$ cat src/rtl/pipe_ctrl.sv
// rtl/pipe_ctrl.sv - pipeline hazard/stall controller: load-use, redirect flush, MEM wait with timeout
// Optional PIPE_CTRL_PERF_EN adds stall/flush event counters.
module pipe_ctrl #(
  parameter int REG_AW      = 5,
  parameter int MEM_TIMEOUT = 255
) (
  input  logic              i_clock,
  input  logic              i_reset_x,
  input  logic [REG_AW-1:0] i_id_rs1,
  input  logic [REG_AW-1:0] i_id_rs2,
  input  logic              i_id_use_rs1,
  input  logic              i_id_use_rs2,
  input  logic [REG_AW-1:0] i_ex_rd,
  input  logic              i_ex_memread,
  input  logic              i_ex_redirect,
  input  logic              i_mem_req,
  input  logic              i_mem_ack,
  output logic              o_pc_en,
  output logic              o_ifid_en,
  output logic              o_ifid_clr,
  output logic              o_idex_en,
  output logic              o_idex_clr,
  output logic              o_exmem_en,
  output logic              o_exmem_clr,
  output logic              o_memwb_en,
  output logic              o_memwb_clr,
  output logic              o_err,
  output logic [1:0]        o_state
`ifdef PIPE_CTRL_PERF_EN
  ,
  output logic [31:0]       o_stall_cnt,
  output logic [31:0]       o_flush_cnt
`endif
);

  localparam logic [1:0] S_INIT  = 2'd0;
  localparam logic [1:0] S_RUN   = 2'd1;
  localparam logic [1:0] S_WAIT  = 2'd2;
  localparam logic [1:0] S_ERROR = 2'd3;
  localparam logic [7:0] TIMEOUT = 8'(MEM_TIMEOUT);

  logic [1:0] state_q, state_d;
  logic [7:0] wcnt_q, wcnt_d;
  logic       in_run, in_wait, active, mem_stall, load_use;

  // In MEM_WAIT the outstanding request is implied; only the ack matters.
  assign in_run    = (state_q == S_RUN);
  assign in_wait   = (state_q == S_WAIT);
  assign active    = in_run | in_wait;
  assign mem_stall = (in_run & i_mem_req & ~i_mem_ack) | (in_wait & ~i_mem_ack);
  assign load_use  = i_ex_memread & (i_ex_rd != '0) &
                     ((i_id_use_rs1 & (i_id_rs1 == i_ex_rd)) |
                      (i_id_use_rs2 & (i_id_rs2 == i_ex_rd)));

  always_ff @(posedge i_clock or negedge i_reset_x) begin
    if (!i_reset_x) begin
      state_q <= S_INIT;
      wcnt_q  <= '0;
    end else begin
      state_q <= state_d;
      wcnt_q  <= wcnt_d;
    end
  end

  always_comb begin
    state_d = state_q;
    wcnt_d  = wcnt_q;
    case (state_q)
      S_INIT: state_d = S_RUN;
      S_RUN: begin
        if (mem_stall) begin
          state_d = S_WAIT;
          wcnt_d  = 8'd1;
        end
      end
      S_WAIT: begin
        if (i_mem_ack) begin
          state_d = S_RUN;
          wcnt_d  = '0;
        end else if (wcnt_q == TIMEOUT) begin
          state_d = S_ERROR;
        end else begin
          wcnt_d = wcnt_q + 8'd1;
        end
      end
      default: ;
    endcase
  end

  always_comb begin
    o_pc_en     = 1'b0;
    o_ifid_en   = 1'b0;
    o_ifid_clr  = 1'b0;
    o_idex_en   = 1'b0;
    o_idex_clr  = 1'b0;
    o_exmem_en  = 1'b0;
    o_exmem_clr = 1'b0;
    o_memwb_en  = 1'b0;
    o_memwb_clr = 1'b0;
    if (state_q == S_INIT) begin
      o_ifid_en   = 1'b1;
      o_ifid_clr  = 1'b1;
      o_idex_en   = 1'b1;
      o_idex_clr  = 1'b1;
      o_exmem_en  = 1'b1;
      o_exmem_clr = 1'b1;
      o_memwb_en  = 1'b1;
      o_memwb_clr = 1'b1;
    end else if (active) begin
      // Bubble into WB while the MEM stage is frozen.
      if (mem_stall) begin
        o_memwb_en  = 1'b1;
        o_memwb_clr = 1'b1;
      end else begin
        o_pc_en    = 1'b1;
        o_ifid_en  = 1'b1;
        o_idex_en  = 1'b1;
        o_exmem_en = 1'b1;
        o_memwb_en = 1'b1;
        if (i_ex_redirect) begin
          o_ifid_clr = 1'b1;
          o_idex_clr = 1'b1;
        end else if (load_use) begin
          o_pc_en    = 1'b0;
          o_ifid_en  = 1'b0;
          o_idex_clr = 1'b1;
        end
      end
    end
  end

  assign o_err   = (state_q == S_ERROR);
  assign o_state = state_q;

`ifdef PIPE_CTRL_PERF_EN
  logic [31:0] stall_cnt_q, flush_cnt_q;

  always_ff @(posedge i_clock or negedge i_reset_x) begin
    if (!i_reset_x) begin
      stall_cnt_q <= '0;
      flush_cnt_q <= '0;
    end else begin
      if (active & ~o_pc_en) stall_cnt_q <= stall_cnt_q + 32'd1;
      if (active & ~mem_stall & i_ex_redirect) flush_cnt_q <= flush_cnt_q + 32'd1;
    end
  end

  assign o_stall_cnt = stall_cnt_q;
  assign o_flush_cnt = flush_cnt_q;
`endif

endmodule
$ cat config.mk
export PLATFORM = sky130hd
export DESIGN_NAME = pipe_ctrl
export DESIGN_NICKNAME = d
export VERILOG_FILES = /design/src/rtl/pipe_ctrl.sv
export SDC_FILE = /design/constraint.sdc
export NUM_CORES = 1
export LEC_CHECK = 0
export ABC_AREA = 1
export BUFFER_PORTS_ARGS = -buffer_cell sky130_fd_sc_hd__buf_2
export CELL_PAD_IN_SITES_DETAIL_PLACEMENT = 0
export CELL_PAD_IN_SITES_GLOBAL_PLACEMENT = 2
export CORE_MARGIN = 3
export CORE_UTILIZATION = 24
export DETAILED_ROUTE_END_ITERATION = 16
export HOLD_SLACK_MARGIN = 0.02
export PLACE_DENSITY = 0.85
export SYNTH_ARGS = -nofsm -noshare
export SYNTH_HDL_FRONTEND = slang
export SYNTH_SLANG_ARGS = --single-unit
$ cat constraint.sdc
create_clock -name i_clock -period 1.8 [get_ports i_clock]
set_clock_uncertainty 0.1 [all_clocks]
set_input_delay 0.09 -clock i_clock [delete_from_list [all_inputs] [get_ports i_clock]]
set_output_delay 0.09 -clock i_clock [all_outputs]
set_load 0.005 [all_outputs]
---- Yosys cells after proc, flatten, opt, wreduce, memory -nomap -nowiden ----
Cells that the tools add are included.
storage, ports and cells
  register bits after elaboration ......... 10
  bits of input ports ..................... 23
  output and inout port bits .............. 12
  logic and storage cells ................. 61
operators by class
  $add $sub $neg .......................... 1
  equal/unequal tests ..................... 9
  muxes and demuxes ....................... 32
  bitwise operators ....................... 11
  reductions and logical operators ........ 6
operator list
  cell                                                                   number
  1-bit two-way mux                                                      24
  8-bit two-way mux                                                      3
  8-bit case mux with 2 select lines                                     1
  5-bit equality test                                                    2
  8-bit by 1-bit adder with 8-bit output, second input constant          1
  8-bit equality test, second input constant                             1
  1-bit bitwise AND                                                      7
  2-bit two-way mux                                                      3
  2-bit case mux with 3 select lines                                     1
  3-bit AND reduction                                                    2
  5-bit nonzero test                                                     1
  2-bit equality test, second input constant                             2
  3-bit by 2-bit != test with 1-bit output, second input constant        1
  3-bit != test, second input constant                                   1
  1-bit bitwise OR                                                       3
  3-bit nonzero test                                                     1
  2-bit by 1-bit equality test with 1-bit output, second input constant  1
  2-bit zero test                                                        1
  2-bit by 1-bit != test with 1-bit output, second input constant        1
  2-bit nonzero test                                                     1
  1-bit inverter                                                         1

---- Logic depth before layout (Yosys ltp) ----
Gate-level depths: netlist (run 1).
  depth after elaboration ................. 9
  gate-level depth with buffers ........... 12
  depth with buffers taken out ............ 11

---- Worst setup path before layout (run 1) ----
Ideal clock, no wire load.
  path kind ............................... flip-flop to flip-flop
  start ................................... register state_q[0], in the netlist o_state[0]
  end ..................................... register wcnt_q[4]
  setup time .............................. 0.126 ns
  arrival ................................. 1.430 ns
  required time ........................... 1.574 ns
  path slack .............................. 0.144 ns
  stages on the path, launching flop included .. 13
  buffers on the path ..................... 1
  period minus slack after synthesis ...... 1.656 ns
  path through ............................ dfrtp_1 > inv_1 > ha_1 > inv_2 > nor2_2 > inv_2 > nand3_2 > nand2_1 > clkinv_1 > o21ai_2 > buf_6 > nand2_1 > o21ai_0
on the way
  longest elaborated chain between the ends .. 6
  elaborated cells between the ends (all ways) .. 11
  classes of those cells .................. eq/ne (4); mux (1); bitwise (4); reduce/logical (2)
ends and longest elaborated chain
  what                                                line    source
  start: declaration                                  42      logic [1:0] state_q, state_d;
  start signal: assignment                            60      state_q <= state_d;
  2-bit by 1-bit equality test with 1-bit output      47, 68
  1-bit bitwise AND (2 in a row)                      50      assign mem_stall = (in_run & i_mem_req & ~i_mem_ack) | (in_wait & ~i_mem_ack);
  1-bit bitwise OR                                    50
  2-bit by 1-bit != test with 1-bit output (no line)  -
  3-bit AND reduction (no line)                       -
  end signal: assignment                              61      wcnt_q <= wcnt_d;
  end: declaration                                    43      logic [7:0] wcnt_q, wcnt_d;
Parallel ways exist; a longest one is shown, timed or not.
A chain may end at the register's enable or synchronous reset.

---- Final worst setup path (run 1) ----
  start ................................... register state_q[0], in the netlist o_state[0]
  end ..................................... output o_idex_clr
on the way
  longest elaborated chain between the ends .. 7
  elaborated cells between the ends (all ways) .. 11
  classes of those cells .................. eq/ne (2); mux (3); bitwise (5); reduce/logical (1)
ends and longest elaborated chain
  what                                            line  source
  2-bit by 1-bit equality test with 1-bit output  47    assign in_run = (state_q == S_RUN);
  1-bit bitwise AND (2 in a row)                  50
  1-bit bitwise OR                                50
  1-bit two-way mux                               111   if (mem_stall) begin
  1-bit two-way mux                               109   end else if (active) begin
  1-bit two-way mux (*)                           100   if (state_q == S_INIT) begin
  end: declaration                                22    output logic o_idex_clr,
Mark *: on every way between the ends. The rest lies on a longest branch, timed or not.

==> results.json, run 1 <==
{
  "required_ns": 1.61,
  "hold_ws_ns": 0.140,
  "rr_startpoint": "wcnt_q[0]",
  "rrSetupSlack_ns": 0.12,
  "final_util": 0.375,
  "post_drt_wl_per_cell_um": 9.99,
  "dieArea_um2": 4840,
  "areaGrowthSynthToFinish_pct": 45.7,
  "cts.root.buffer_cell": "clkbuf_8",
  "reg2reg_depth": 9,
  "drc_errors": 0,
  "grt_start_max_net_pins": 12,
  "gp_congestion": 0.819,
  "grt_pass1_wl_um": 4280,
  "via_per_inst": 4.23,
  "netlist_top_cells_count": "62 x nand2_1, 24 x inv_1, 17 x nor2_1",
  "multi_input_area_um2": 653,
  "ir_drop_mv": 0.589,
  "layout_min_cycle_time_ns": 1.79,
  "drive_above_1_share": 0.349,
  "synth-xor-area-share": 0.00902,
  "endpoint_kind": "output port",
  "period_share": 0.994,
  "slowest_stage": "dfrtp_2",
  "rsz0062_at_grt": "true",
  "antenna_found_initial": 0,
  "fill_cells": 409,
  "synth_area_um2": 971,
  "fin_nets": 242,
  "synth_top_family_by_area": "simple AND/OR/NAND/NOR gates",
  "synth_compound_area_frac": 0.0786,
  "rr_endpoint": "wcnt_q[5]",
  "ys.flop_type": "dfrtp_1",
  "first_pass_iters": 4,
  "yosys-top-cells-area": "dfrtp_1 26%, nand2_1 24%, inv_1 9.3%",
  "ys_seq_elements": 10,
  "synth.most_common_cell": "nand2_1",
  "die_x_um": 69.6,
  "criticalPathCategory": "reg2out",
  "core_area_um2": 3770,
  "place_area_um2": 1220,
  "hp-class": "in2async",
  "ys_warn_count": 0,
  "clockBufferDepth": 2,
  "cpMostUsedCell": "inv_4",
  "clock_latency_ns": 0.24,
  "powerDensity_nw_per_um2": 1110,
  "port_buffers": 34,
  "synth-simple-area-share": 0.434,
  "synth_edf_count": 0,
  "clkTransAtPathRegs_ns": 0.06,
  "start_util": 0.257,
  "synthMuxAreaShare": 0,
  "setup_viol": 0,
  "cts_tree": "yes",
  "drt-total-wl_um": 2600,
  "arrival_ns": 1.60,
  "grt_use_total": 0.107,
  "synth-async-reset-ratio": 1.00,
  "seq_area_um2": 253,
  "fin_area_um2": 1420,
  "num_rows": 22,
  "cap_violations": 0,
  "synthCells": 164,
  "p_leak_nw": 0.767,
  "path_cells": "inv_4 > ha_4 > inv_4 > nor2_4 > inv_4 > nand2_4 > nor2_4 > a21oi_2 > nand2_1 > buf_2",
  "status": "complete, no violations",
  "tightestPinTransition_ns": 0.251,
  "ant_nets": 0,
  "drt_iter0_drc": 77,
  "critical_path.max_stage_delay_ns": 0.45,
  "die_h_um": 69.6,
  "synth_top_area_cell": "dfrtp_1",
  "yosysSeqAreaShare": 0.258,
  "cts_made_buffers": 3,
  "grt-ovfl-total": 0,
  "cp_max_fo": 4,
  "yosys.area_share.adder": 0.0773,
  "cp-start-kind": "register",
  "vias": 1100,
  "antennaDiodeCount": 0,
  "hold_violations": 0,
  "max-slew-margin-rel": 0.832,
  "synth_top_cell_area_share": 0.258,
  "syn_avg_cell_area_um2": 5.92,
  "grt_pass1_vias": 1027,
  "clock-sinks": 10,
  "cts.htree.levels": 1,
  "fmax_ghz": 0.559,
  "synth_nets": 193,
  "dp_hpwl_um": 2050,
  "finalMaxSlewViolations": 0,
  "pin_count": 35,
  "synth_cell_type_count": 23
}
-- state kept, by name, summed over array words and instances, names as in the netlist --
| register | cells |
|---|---|
| wcnt_q | 8 |
| o_state | 2 |
-- timing repair --
action,in CTS,in global routing
pin swaps,0,7
cloned,0,0
endpoints found under the setup margin,4,13
gates resized for setup,7,15
hold buffers,1,0
endpoints found under the hold margin,10,0
buffers inserted,1,5
-- area by class of cell --
type,count,area share
clock buffers,4,0.0389
inverters,32,0.0902
multi-input cells,120,0.462
flip-flops and latches,10,0.179
well taps,48,0.0424
repair buffers,46,0.188
-- per-layer routing --
layer	GRT usage	part of all wire
met1	0.148	0.49
met2	0.159	0.44
met3	0.0319	0.060
met4	0.0304	0.010
met5	0	0
-- placed cells by master, fill, tap and decap left out --
master,count
nor2_2,1
o21ai_0,4
nand2_2,1
dfrtp_2,2
o21ai_2,1
inv_4,3
nand4_1,4
xor2_1,1
nand3_2,3
clkbuf_8,4
o21ai_1,7
buf_6,1
a21oi_2,1
o21bai_1,1
ha_4,3
nand2_1,60
nor3_2,1
inv_2,6
nor2_1,15
ha_1,3
inv_1,22
nor4_1,1
nor2_4,2
dlygate4sd3_1,1
dfrtp_1,8
nor3b_1,1
buf_2,34
nor3_1,1
buf_4,10
nand2_4,1
clkinv_1,1
nand3_1,8
-- kinds of logic after synthesis --
| family | after synthesis |
|---|---|
| compound gates | 14 |
| xor+xnor | 1 |
| fa+ha+maj | 6 |
| buf+inv | 34 |
| flops | 10 |
| simple gates | 99 |
-- through the flow --
stage | instances | total power (W) | setup TNS [ns] | setup WS, ns
after floorplan | 164 | 0.000782 | 0 | 0.144
after global placement | 249 | 0.00109 | 0 | 0.128
after detailed placement | 249 | 0.00107 | 0 | 0.124
after CTS | 255 | 0.00143 | 0 | 0.00447
after global routing | 260 | 0.00173 | -0.232 | -0.0781
final | 260 | 0.00157 | 0 | 0.0115
-- worst max path at each step --
stage | endpoint | slack [ns] | depth (start not counted) | startpoint
after floorplan | wcnt_q[4] | 0.14 | 12 | o_state[0]
after global placement | wcnt_q[5] | 0.13 | 9 | wcnt_q[0]
after detailed placement | wcnt_q[4] | 0.12 | 11 | o_state[0]
after CTS | o_idex_clr | 0.004 | 10 | o_state[0]
after global routing | o_idex_clr | -0.08 | 10 | o_state[0]
final | o_idex_clr | 0.01 | 10 | o_state[0]
-- where the power goes --
group / leakage [nW] / internal [W] / switching [W]
clock network: 0.0288 / 0.000193 / 0.000102
registers: 0.131 / 0.000263 / 0.0000488
logic: 0.607 / 0.000461 / 0.000499
total: 0.767 / 0.000917 / 0.000650
-- worst max-delay path: cells and delay by family, from the launching register on --
| kind | cells | cell delay (ns) |
|---|---|---|
| AO/OA/AOI/OAI | 1 | 0.13 |
| flip-flops | 1 | 0.45 |
| buffers and inverters | 4 | 0.32 |
| adder cells (fa/ha/maj) | 1 | 0.14 |
| AND/OR/NAND/NOR | 4 | 0.31 |
No activity file was read; power rests on OpenSTA's default activity.
==> run 2: changes to the inputs <==
- CORE_UTILIZATION: 24 -> 26
- PLACE_DENSITY: 0.85 -> 0.91
- clock period: 1.8 -> 2.15 ns (I/O delays scaled with it)
==> run 2 against run 1 <==
Compared with the run above: via count shrank 4.2%; worst setup slack gained 0.18 ns; largest cell class unchanged; die area shrank 7.0%; core utilization shrank 1.6 points; register-to-register slack gained 0.27 ns; clock power shrank 34%; first-iteration DRC count shrank 29%; combinational power shrank 39%; sequential share of layout area grew 2.2 points; design area shrank 12%; critical path depth is the same.
==> results.json, run 2 (synthesis gave the netlist of run 1 again) <==
{
  "status": "complete, no violations",
  "areaGrowthSynthToFinish_pct": 28.4,
  "grt_start_max_net_pins": 12,
  "setup_viol": 0,
  "cap_violations": 0,
  "via_per_inst": 4.28,
  "grt_pass1_vias": 984,
  "layout_commonest_cell": "nand2_1",
  "post_cts_buffers": 0,
  "drc_errors": 0,
  "ant_nets": 0,
  "worstHoldStart": "i_mem_ack",
  "grt-ovfl-total": 0,
  "ir_drop_mv": 0.470,
  "dp_hpwl_um": 1920,
  "tightestPinTransition_ns": 0.419,
  "startpoint": "o_state[0]",
  "clock-sinks": 10,
  "rr_startpoint": "o_state[1]",
  "clockBufferDepth": 2,
  "fin_nets": 231,
  "die_h_um": 67.1,
  "largest_register_ffs": 8,
  "clock_latency_ns": 0.24,
  "grt_pass1_wl_um": 4040,
  "grt_use_total": 0.116,
  "rsz0062_at_grt": "false",
  "place_area_um2": 1180,
  "p_leak_nw": 0.702,
  "antenna_found_initial": 0,
  "num_rows": 21,
  "endpoint_kind": "output port",
  "layout_min_cycle_time_ns": 1.95,
  "dieArea_um2": 4500,
  "drt_iter0_drc": 55,
  "pin_count": 35,
  "hp-class": "in2reg",
  "cp_max_fo": 6,
  "cts_made_buffers": 3,
  "post_drt_wl_per_cell_um": 9.34,
  "max-slew-margin-rel": 0.720,
  "cts_tree": "yes",
  "powerDensity_nw_per_um2": 829,
  "drive_above_1_share": 0.255,
  "first_pass_iters": 4,
  "fmax_ghz": 0.512,
  "gp_congestion": 0.800,
  "required_ns": 1.94,
  "cts.htree.levels": 1,
  "drt-total-wl_um": 2300,
  "die_x_um": 67.1,
  "rrSetupSlack_ns": 0.39,
  "arrival_ns": 1.75,
  "core_area_um2": 3470,
  "hold_ws_ns": 0.132,
  "clkTransAtPathRegs_ns": 0.05,
  "mostFrequentLayoutCells": "62 x nand2_1, 34 x buf_2, 24 x inv_1",
  "largest-register": "wcnt_q",
  "pre_cts_slack_ns": 0.315,
  "finalMaxSlewViolations": 0,
  "hold_violations": 0,
  "antennaDiodeCount": 0,
  "cts.root.buffer_cell": "clkbuf_8",
  "setup_ws_ns": 0.196,
  "port_buffers": 34,
  "criticalPathCategory": "reg2out",
  "period_share": 0.909,
  "start_util": 0.280,
  "fin_area_um2": 1250,
  "setup_tns_ns": 0,
  "final_util": 0.359,
  "vias": 1054,
  "cp-start-kind": "register"
}
[run 2: changes by cell type in the layout (fill, tap and decap cells not counted), sizes merged]
cell and delta:
clkbuf -1, buf -11
[run 2: critical path: stages, from the launching register on]
cell and delay [ns]:
dfrtp_1 0.43, inv_1 0.14, ha_4 0.19, inv_2 0.05
nor2_2 0.10, inv_2 0.07, nand2_1 0.11, nor2_2 0.06
a21oi_1 0.16, nand2_1 0.07, buf_2 0.12
[run 2: path summary, 6_finish.rpt]
kind / to / cells after the start
max: o_idex_clr / 10
min: wcnt_q[5] / 4
max reg2reg: wcnt_q[4] / 8
min reg2reg: wcnt_q[4] / 2
max in group asynchronous: o_state[1] / 2
min in group asynchronous: wcnt_q[4] / 2
[run 2: repair_timing]
| action | in CTS | in global routing |
|---|---|---|
| setup endpoints to repair | 0 | 4 |
| endpoints found under the hold margin | 10 | 0 |
| gates resized for setup | 0 | 3 |
| hold buffers | 1 | 0 |
[run 2: where the power goes]
group	switching, W	internal, W	total (W)
logic	0.000347	0.000236	0.000583
registers	0.0000370	0.000218	0.000255
clock network	0.0000730	0.000123	0.000196
[run 2: routing by layer]
layer / GRT usage / vias up / wire (µm) / part of all wire
li1: - / 577 / - / -
met5: 0 / - / 0 / 0
met1: 0.157 / 447 / 1150 / 0.50
met4: 0.0329 / 0 / 34 / 0.015
met2: 0.177 / 26 / 982 / 0.43
met3: 0.0354 / 4 / 129 / 0.056
[run 2: layout make-up]
class | count | area, µm²
Fill cell | 424 | 2220
Multi-Input combinational cell | 120 | 597
Sequential cell | 10 | 250
Timing Repair Buffer | 35 | 180
Inverter | 32 | 120
Tap cell | 46 | 57.6
Clock buffer | 3 | 41.3
[run 2: metrics by stage]
step                      std cells  total power [W]
after floorplan                 164         0.000655
after global placement          242         0.000839
after detailed placement        242         0.000830
after CTS                       246          0.00104
after global routing            246          0.00115
final                           246          0.00103
